`src/rtl/uart_pkg.sv`:
```
// Shared UART definitions used by both halves of the UART pair.
//   rx_state_t           : receiver FSM states
//   DEFAULT_CLKS_PER_BIT : clock cycles per bit for 100 MHz / 9600 baud
package uart_pkg;

  localparam int DEFAULT_CLKS_PER_BIT = 10417;

  typedef enum logic [2:0] {
    IDLE,
    START,
    DATA,
    STOP,
    WAIT_IDLE
  } rx_state_t;

endpackage

```
`src/rtl/uart_sync2.sv`:
```
// Two-flop synchronizer for a single asynchronous input.
//   clk   : destination clock
//   reset : synchronous, active-high; both flops reset to 1 (idle line level)
//   d     : asynchronous input
//   q     : synchronized output, two cycles behind d
module uart_sync2 (
  input  logic clk,
  input  logic reset,
  input  logic d,
  output logic q
);

  logic meta;

  // Both flops reset to 1 so a freshly reset receiver sees an idle line
  // rather than a phantom start bit.
  always_ff @(posedge clk) begin
    if (reset) begin
      meta <= 1'b1;
      q    <= 1'b1;
    end else begin
      // NOTE: non-blocking assignments make meta->q a real two-stage pipeline;
      // blocking ones would collapse it into a single flop.
      meta <= d;
      q    <= meta;
    end
  end

endmodule

```
`src/rtl/uart_rx.sv`:
```
// 8N1 UART receiver: 1 start bit, 8 data bits LSB first, 1 stop bit.
//   CLKS_PER_BIT : clock cycles per bit, >= 4
//   clk          : system clock, rising edge
//   reset        : synchronous, active-high
//   rx           : asynchronous serial line, idles high
//   data         : last correctly received byte, held until the next good frame
//   done         : one-cycle pulse, data valid from the same cycle
//   busy         : high while a frame is in START, DATA or STOP
//   frame_err    : one-cycle pulse when the stop bit is sampled low
module uart_rx
  import uart_pkg::*;
#(
  parameter int CLKS_PER_BIT = DEFAULT_CLKS_PER_BIT
) (
  input  logic       clk,
  input  logic       reset,
  input  logic       rx,
  output logic [7:0] data,
  output logic       done,
  output logic       busy,
  output logic       frame_err
);

  localparam int HALF = CLKS_PER_BIT / 2;
  localparam int CW   = $clog2(CLKS_PER_BIT);

  // Terminal counts: the counter is cleared on entry and at every sample,
  // so a sample falls on the N-th edge when the count reads N-1.
  localparam logic [CW-1:0] HALF_LAST = CW'(HALF - 1);
  localparam logic [CW-1:0] BIT_LAST  = CW'(CLKS_PER_BIT - 1);

  logic            rx_s;
  rx_state_t       state;
  logic [CW-1:0]   cnt;
  logic [2:0]      idx;
  logic [7:0]      shreg;

  uart_sync2 u_sync (
    .clk   (clk),
    .reset (reset),
    .d     (rx),
    .q     (rx_s)
  );

  always_ff @(posedge clk) begin
    if (reset) begin
      state     <= IDLE;
      cnt       <= '0;
      idx       <= '0;
      shreg     <= '0;
      data      <= '0;
      done      <= 1'b0;
      busy      <= 1'b0;
      frame_err <= 1'b0;
    end else begin
      // Strobes default low so each assertion below lasts exactly one cycle.
      done      <= 1'b0;
      frame_err <= 1'b0;

      case (state)
        IDLE: begin
          cnt <= '0;
          idx <= '0;
          if (!rx_s) begin
            state <= START;
            busy  <= 1'b1;
          end
        end

        // Re-check the start bit at its middle to reject short glitches.
        START: begin
          if (cnt == HALF_LAST) begin
            cnt <= '0;
            if (!rx_s) begin
              state <= DATA;
              idx   <= '0;
            end else begin
              state <= IDLE;
              busy  <= 1'b0;
            end
          end else begin
            cnt <= cnt + 1'b1;
          end
        end

        DATA: begin
          if (cnt == BIT_LAST) begin
            cnt        <= '0;
            shreg[idx] <= rx_s;
            if (idx == 3'd7) begin
              state <= STOP;
            end else begin
              idx <= idx + 3'd1;
            end
          end else begin
            cnt <= cnt + 1'b1;
          end
        end

        STOP: begin
          if (cnt == BIT_LAST) begin
            cnt  <= '0;
            busy <= 1'b0;
            if (rx_s) begin
              data  <= shreg;
              done  <= 1'b1;
              state <= IDLE;
            end else begin
              frame_err <= 1'b1;
              state     <= WAIT_IDLE;
            end
          end else begin
            cnt <= cnt + 1'b1;
          end
        end

        // A line held low (break) must go high before a new start is accepted.
        WAIT_IDLE: begin
          cnt <= '0;
          if (rx_s) begin
            state <= IDLE;
          end
        end

        default: begin
          state <= IDLE;
          cnt   <= '0;
          busy  <= 1'b0;
        end
      endcase
    end
  end

endmodule

```
`config.mk`:
```
export PLATFORM = sky130hd
export DESIGN_NAME = uart_rx
export DESIGN_NICKNAME = d
export VERILOG_FILES = /design/src/rtl/uart_pkg.sv /design/src/rtl/uart_sync2.sv /design/src/rtl/uart_rx.sv
export SDC_FILE = /design/constraint.sdc
export NUM_CORES = 1
export LEC_CHECK = 0
export ABC_AREA = 1
export CORE_ASPECT_RATIO = 0.7
export CORE_MARGIN = 3
export CORE_UTILIZATION = 52
export DETAILED_ROUTE_END_ITERATION = 6
export HOLD_SLACK_MARGIN = 0.08
export PLACE_DENSITY = 0.75
export SYNTH_ARGS = -nofsm -noshare
export SYNTH_HDL_FRONTEND = slang
export SYNTH_SLANG_ARGS = --single-unit
```
`constraint.sdc`:
```
create_clock -name clk -period 1.5 [get_ports clk]
set_clock_uncertainty 0.15 [all_clocks]
set_input_delay 0.3 -clock clk [delete_from_list [all_inputs] [get_ports clk]]
set_output_delay 0.3 -clock clk [all_outputs]
set_load 0.02 [all_outputs]
```
== Word level (Yosys, flattened, before mapping) ==
Index checks and enable logic that the tools add are counted.

* Add/subtract/negate cells: 2
* Multiply operators: 0
* Divide/modulo/power cells: 0
* Magnitude comparators: 2
* Equal/unequal tests: 16
* Shifts and indexed selects: 0
* Mux-type cells: 27
* Bitwise operators: 3
* Reduce and logical (&&, ||, !) cells: 11

{| class="wikitable"
|+ Operator list
! kind !! count
|-
| 3-bit 2-to-1 mux || 11
|-
| 14-bit 2-to-1 mux || 2
|-
| 14-bit one-hot mux with 2 select lines || 1
|-
| 3-bit one-hot mux with 5 select lines || 1
|-
| 14-bit by 1-bit adder with 14-bit output (second input constant) || 1
|-
| 14-bit by 13-bit == test with 1-bit output (second input constant) || 1
|-
| 14-bit == test (second input constant) || 1
|-
| 2-bit != test (second input constant) || 7
|-
| 5-bit AND reduction || 2
|-
| 3-bit one-hot mux with 3 select lines || 1
|-
| 8-bit bitwise mux || 1
|-
| 1-bit 2-to-1 mux || 7
|-
| 3-bit by 2-bit == test with 1-bit output (second input constant) || 2
|-
| 3-bit == test (second input constant) || 2
|-
| 6-bit AND reduction || 1
|-
| 3-bit by 4-bit < comparator with 1-bit output (second input constant) || 1
|-
| 2-bit by 1-bit != test with 1-bit output (second input constant) || 2
|-
| 1-bit one-hot mux with 4 select lines || 1
|-
| 2-bit OR reduction || 2
|-
| 3-bit by 1-bit adder with 3-bit output (second input constant) || 1
|-
| 1-bit demux with 3-bit select || 1
|-
| 3-bit by 1-bit == test with 1-bit output (second input constant) || 1
|-
| 3-bit by 1-bit >= comparator with 1-bit output (second input constant) || 1
|-
| 3-bit zero test || 1
|-
| other kinds (7) || 9
|}

* Bits in registers: 41
* Latch bits: 0
* Memory bits (writable): 0
* Bits in read-only memories: 0
* Output and inout port bits: 11
* Logic and storage cells: 71
* Memories: 0

== Longest topological paths before layout ==
Gate-level depths: netlist of run 1.

* Depth in word-level cells: 5
* Mapped depth: 14

== Cells and area by module ==
Synthesis of run 1 repeated with hierarchy kept, for this count alone.

* Cells, all modules: 298
* Area total of the unflattened synthesis: 2107.0 um2

{| class="wikitable"
|+ By module, submodules not included
! module !! times used !! cells an instance !! area each (um2)
|-
| uart_rx || 1 || 291 || 2048.2
|-
| uart_sync2 || 1 || 7 || 58.8
|}

== Worst setup path after synthesis of run 1 ==
No wires, ideal clock.

* Kind: flip-flop to flip-flop
* From: register cnt[0]
* To: register cnt[10]
* Data arrival time: 1.405 ns
* Data required time: 1.288 ns
* Setup slack: -0.117 ns
* Stages on the path, launching flop included: 15
* Buffers on the path: 1
* Clock period less this slack: 1.617 ns
* Path through: dfxtp_1 inv_1 ha_1 nand2_1 inv_1 nand2_2 nor2_4 nand2_4 nand2_2 nand2_2 inv_2 nand2_2 nand2_4 buf_8 nor2_2

* Word-level cells in the longest chain between the ends: 3

{| class="wikitable"
|+ RTL lines
! what !! line !! text
|-
| start, declared || uart_rx.sv:34 || <nowiki>logic [CW-1:0] cnt;</nowiki>
|-
| start signal, assigned || uart_rx.sv:82 || <nowiki>cnt <= cnt + 1'b1;</nowiki>
|-
| start signal, assigned || uart_rx.sv:96 || <nowiki>cnt <= cnt + 1'b1;</nowiki>
|-
| start signal, assigned || uart_rx.sv:113 || <nowiki>cnt <= cnt + 1'b1;</nowiki>
|-
| 14-bit by 1-bit adder with 14-bit output, or another cell as far along || uart_rx.sv:82, uart_rx.sv:96, uart_rx.sv:113 ||
|-
| 14-bit 2-to-1 mux (on tied branches) || uart_rx.sv:87, uart_rx.sv:101, uart_rx.sv:72 ||
|-
| 14-bit one-hot mux with 2 select lines (*) || uart_rx.sv:60 || <nowiki>case (state)</nowiki>
|}

Every way passes the cells marked *; elsewhere a longest branch is shown, timed or not.
A chain may end at the register's enable or synchronous reset.

== Worst setup path after layout of run 1 ==
* From: register cnt[0]
* To: register idx[1]

* Word-level cells in the longest chain between the ends: 3

{| class="wikitable"
|+ RTL lines
! what !! line !! text
|-
| 14-bit == test or 14-bit by 13-bit == test with 1-bit output (tied branches) || uart_rx.sv:87, uart_rx.sv:72 ||
|-
| 2-bit != test (no source line) || - ||
|-
| 5-bit AND reduction (no source line) (*) || - ||
|-
| end signal, assigned || uart_rx.sv:93 || <nowiki>idx <= idx + 3'd1;</nowiki>
|-
| end, declared || uart_rx.sv:35 || <nowiki>logic [2:0] idx;</nowiki>
|}

Marked as above.

==> summary.txt, run 1 <==
Outcome
  – Outcome: finished, violations left
  – Violations in the final reports: setup timing

Clock tree
  – Source-to-sink clock delay at the later pin of the worst-skew pair: approximately 300 ps
  – Root buffer cell: sky130_fd_sc_hd__clkbuf_8
  – Total number of clock tree sinks: between 40 and 50
  – CTS Hold Buffers Added: 0
  – Number of buffers inserted during clock tree synthesis: 5
  – H-tree depth reported by CTS: 2
  – Maximum number of buffers from clock root to sink: 2
  – Clock tree from TritonCTS: built
  – Clock-pin transition on the worst setup and hold timing paths: ~80 ps

STA
  – Final period utilization: 1.19
  – Setup repair after global routing missed its margin: yes
  – Fin. Hold Viols: 0
  – Total negative slack for setup checks: -7140 ps
  – Number of pins with negative max-slew slack in the final report: 0
  – Count of endpoints failing setup in the final report: 37
  – Final min period: 1790 ps
  – Least setup slack across all paths after layout: -291 ps
  – Pin slew with the least headroom to its limit: around 360 ps
  – Worst max-slew margin expressed relative to the limit: 0.761
  – Max frequency: 558 MHz

Routing
  – Via count of the routed design: roughly 2100
  – Average wire length per cell after detail routing: 15.3 µm
  – Number of nets still failing antenna checks after routing: 0
  – First-pass iteration count of the detailed router: 5
  – Remaining design rule violation count: 0
  – Avg Vias per Cell: between 5 and 6
  – Total routed wirelength: approximately 6000 µm
  – Detailed router's first-iteration violation count: 237

Final layout
  – Layout area overhead: 43.8%
  – Fraction of layout cells with a size suffix above 1: 0.405
  – Commonest cells after routing, fill and taps aside: sky130_fd_sc_hd__nand2_1, sky130_fd_sc_hd__nor2_1, sky130_fd_sc_hd__buf_4
  – Layout net count: around 360
  – Number of filler cells placed in the layout: approximately 210
  – Number of antenna diodes: 0
  – Post-route insts no fill: 403

Power and ir drop
  – Leak pwr: ~0.0013 µW
  – Power per standard cell area: between 1000 and 1500 mW/mm²
  – Power consumption: approximately 3500 µW
  – Max IR drop VDD: slightly below 0.7 mV

Global route
  – Number of antenna violations at the first check in global routing: 0
  – Overflow after GRT: 0
  – Pin count of the biggest net entering global routing: 21
  – GRT Resource Usage Total: 0.234
  – Number of global-route vias before repair: 1847
  – Wire length of the first global-routing pass: about 8500 µm

Place
  – Detailed placement HPWL: approximately 3500 µm
  – Number of I/O port buffers: 13
  – RePlAce Congestion: ~0.9
  – Cells after DPL: approximately 390

Synthesis
  – Count of yosys warnings during synthesis: 0
  – Total nets after synthesis: 300
  – Synthesized area per cell: approximately 7 µm²
  – Synth Cell Area: a little over 0.002 mm²
  – Cell count after synthesis: 293
  – Sequential-to-total area share from yosys stat: 0.401
  – Register bit total from synthesis: 41
  – Number of distinct standard cells referenced by the synthesized netlist: 27

Critical path
  – Type of origin of the critical path: register
  – Type of the worst setup path: register to register
  – Worst stage delay on the critical path: 360 ps
  – Critical-path top delay cell: sky130_fd_sc_hd__dfxtp_4
  – Arrival @ worst endpoint: 1840 ps
  – Buffers plus inverters on the worst setup path: 2
  – Family with the most delay on the worst path: simple AND/OR/NAND/NOR gates
  – Required time at the endpoint of the critical path: between 1500 and 2000 ps
  – Critical path endpoint category: register
  – Critical path fanouts, max: 7
  – Reg2reg setup slack: -290 ps
  – CP cell instances: inv_2 > ha_4 > nand2_2 > inv_2 > nand2_2 > nor2_4 > nand2_4 > nand2_4 > nand3_2 > a21oi_1 > nor2_1

Floorplan
  – Area of the die: around 0.0047 mm²
  – Die height: between 50 and 60 µm
  – Die Wd: a little over 80 µm
  – Std-Cell Rows: 18
  – # IOs: 14
  – Effective utilization at floorplan: 0.561
  – Core Region: ~0.0036 mm²

Job
  – Max-cap violation count: 0

Min path
  – Min-Delay Path Class: register to register
-- through the flow --
step	setup slack, ps	hold WS, ps	instance area (µm²)	utilization
detailed placement	-184	246	2510	0.689
floorplan	-108	239	2060	-
global route	-358	289	2940	0.807
CTS	-123	264	2720	0.745
finish	-291	262	2940	0.807
global placement	-137	243	2510	0.689
-- cell families after synthesis --
kind of cell / Yosys count / share of synthesized area
and+or+nand+nor: 171 / 0.388
adders and majority gates: 4 / 0.0245
xor gates and xnor gates: 9 / 0.0385
DFF: 41 / 0.401
AOI/OAI and AO/OA: 23 / 0.0587
buffers and inverters: 45 / 0.0892
-- per-layer routing --
layer | vias up | GRT usage | routed length (µm)
met2 | 109 | 0.350 | 2810
met5 | - | 0 | 0
li1 | 1018 | - | -
met3 | 16 | 0.0703 | 429
met1 | 1005 | 0.338 | 2820
met4 | 0 | 0.0434 | 124
-- path summary, 6_finish.rpt --
kind | startpoint | end | cells past startpoint
max | cnt[0] | idx[1] | 11
min | u_sync.meta | u_sync.q | 1
max reg2reg | cnt[0] | idx[1] | 11
min reg2reg | u_sync.meta | u_sync.q | 1
-- synthesized netlist by cell type --
cell,n,area share
sky130_fd_sc_hd__a21oi_1,10,0.024
sky130_fd_sc_hd__buf_2,1,0.0024
sky130_fd_sc_hd__buf_8,1,0.0073
sky130_fd_sc_hd__clkbuf_1,3,0.0055
sky130_fd_sc_hd__clkinv_2,1,0.0024
sky130_fd_sc_hd__dfxtp_1,41,0.40
sky130_fd_sc_hd__ha_1,4,0.024
sky130_fd_sc_hd__inv_1,36,0.066
sky130_fd_sc_hd__inv_2,3,0.0055
sky130_fd_sc_hd__nand2_1,52,0.095
sky130_fd_sc_hd__nand2_2,7,0.021
sky130_fd_sc_hd__nand2_4,2,0.011
sky130_fd_sc_hd__nand3_1,17,0.042
sky130_fd_sc_hd__nand3_2,2,0.0098
sky130_fd_sc_hd__nand3b_1,2,0.0073
sky130_fd_sc_hd__nand4_1,3,0.0092
sky130_fd_sc_hd__nor2_1,63,0.12
sky130_fd_sc_hd__nor2_2,10,0.031
sky130_fd_sc_hd__nor2_4,2,0.011
sky130_fd_sc_hd__nor3_1,6,0.015
sky130_fd_sc_hd__nor3_4,1,0.0079
sky130_fd_sc_hd__nor3b_1,1,0.0037
sky130_fd_sc_hd__o21a_1,2,0.0073
sky130_fd_sc_hd__o21ai_0,11,0.027
sky130_fd_sc_hd__or2_2,3,0.0092
sky130_fd_sc_hd__xnor2_1,2,0.0086
sky130_fd_sc_hd__xor2_1,7,0.030
-- repair_timing --
action	in CTS	in global routing
gates cloned	2	0
setup buffers	2	3
pin swaps	14	23
gates resized for setup	44	58
setup endpoints to repair	49	38
-- report_power, final --
part	total, µW	switching [µW]	internal [µW]
logic	1520	998	525
clock network	708	386	323
registers	1240	64.3	1170
-- state kept, by name (all words and copies together) (netlist names), 3 cells and up --
| register | cells |
|---|---|
| cnt | 14 |
| data | 8 |
| shreg | 8 |
| idx | 3 |
| state | 3 |
-- cell type report --
cell class	instances	area [µm²]	area share
clock buffers	6	72.6	0.0246
clock inverters	2	10.0	0.00340
inverters	40	156	0.0531
multi-input cells	209	1350	0.459
flip-flops and latches	41	832	0.283
well taps	50	62.6	0.0212
repair buffers	55	459	0.156
(Power assumes the default switching activity.)
==> inputs of run 2 (changes only) <==
--- a/config.mk
+++ b/config.mk
@@ -9,6 +9,7 @@
 export CORE_ASPECT_RATIO = 0.7
 export CORE_MARGIN = 3
 export CORE_UTILIZATION = 52
+export CTS_CLUSTER_DIAMETER = 80
 export DETAILED_ROUTE_END_ITERATION = 6
 export HOLD_SLACK_MARGIN = 0.08
 export PLACE_DENSITY = 0.75
==> results of run 2 <==
The final DEF is identical to that of run 1; final timing and power are the same.
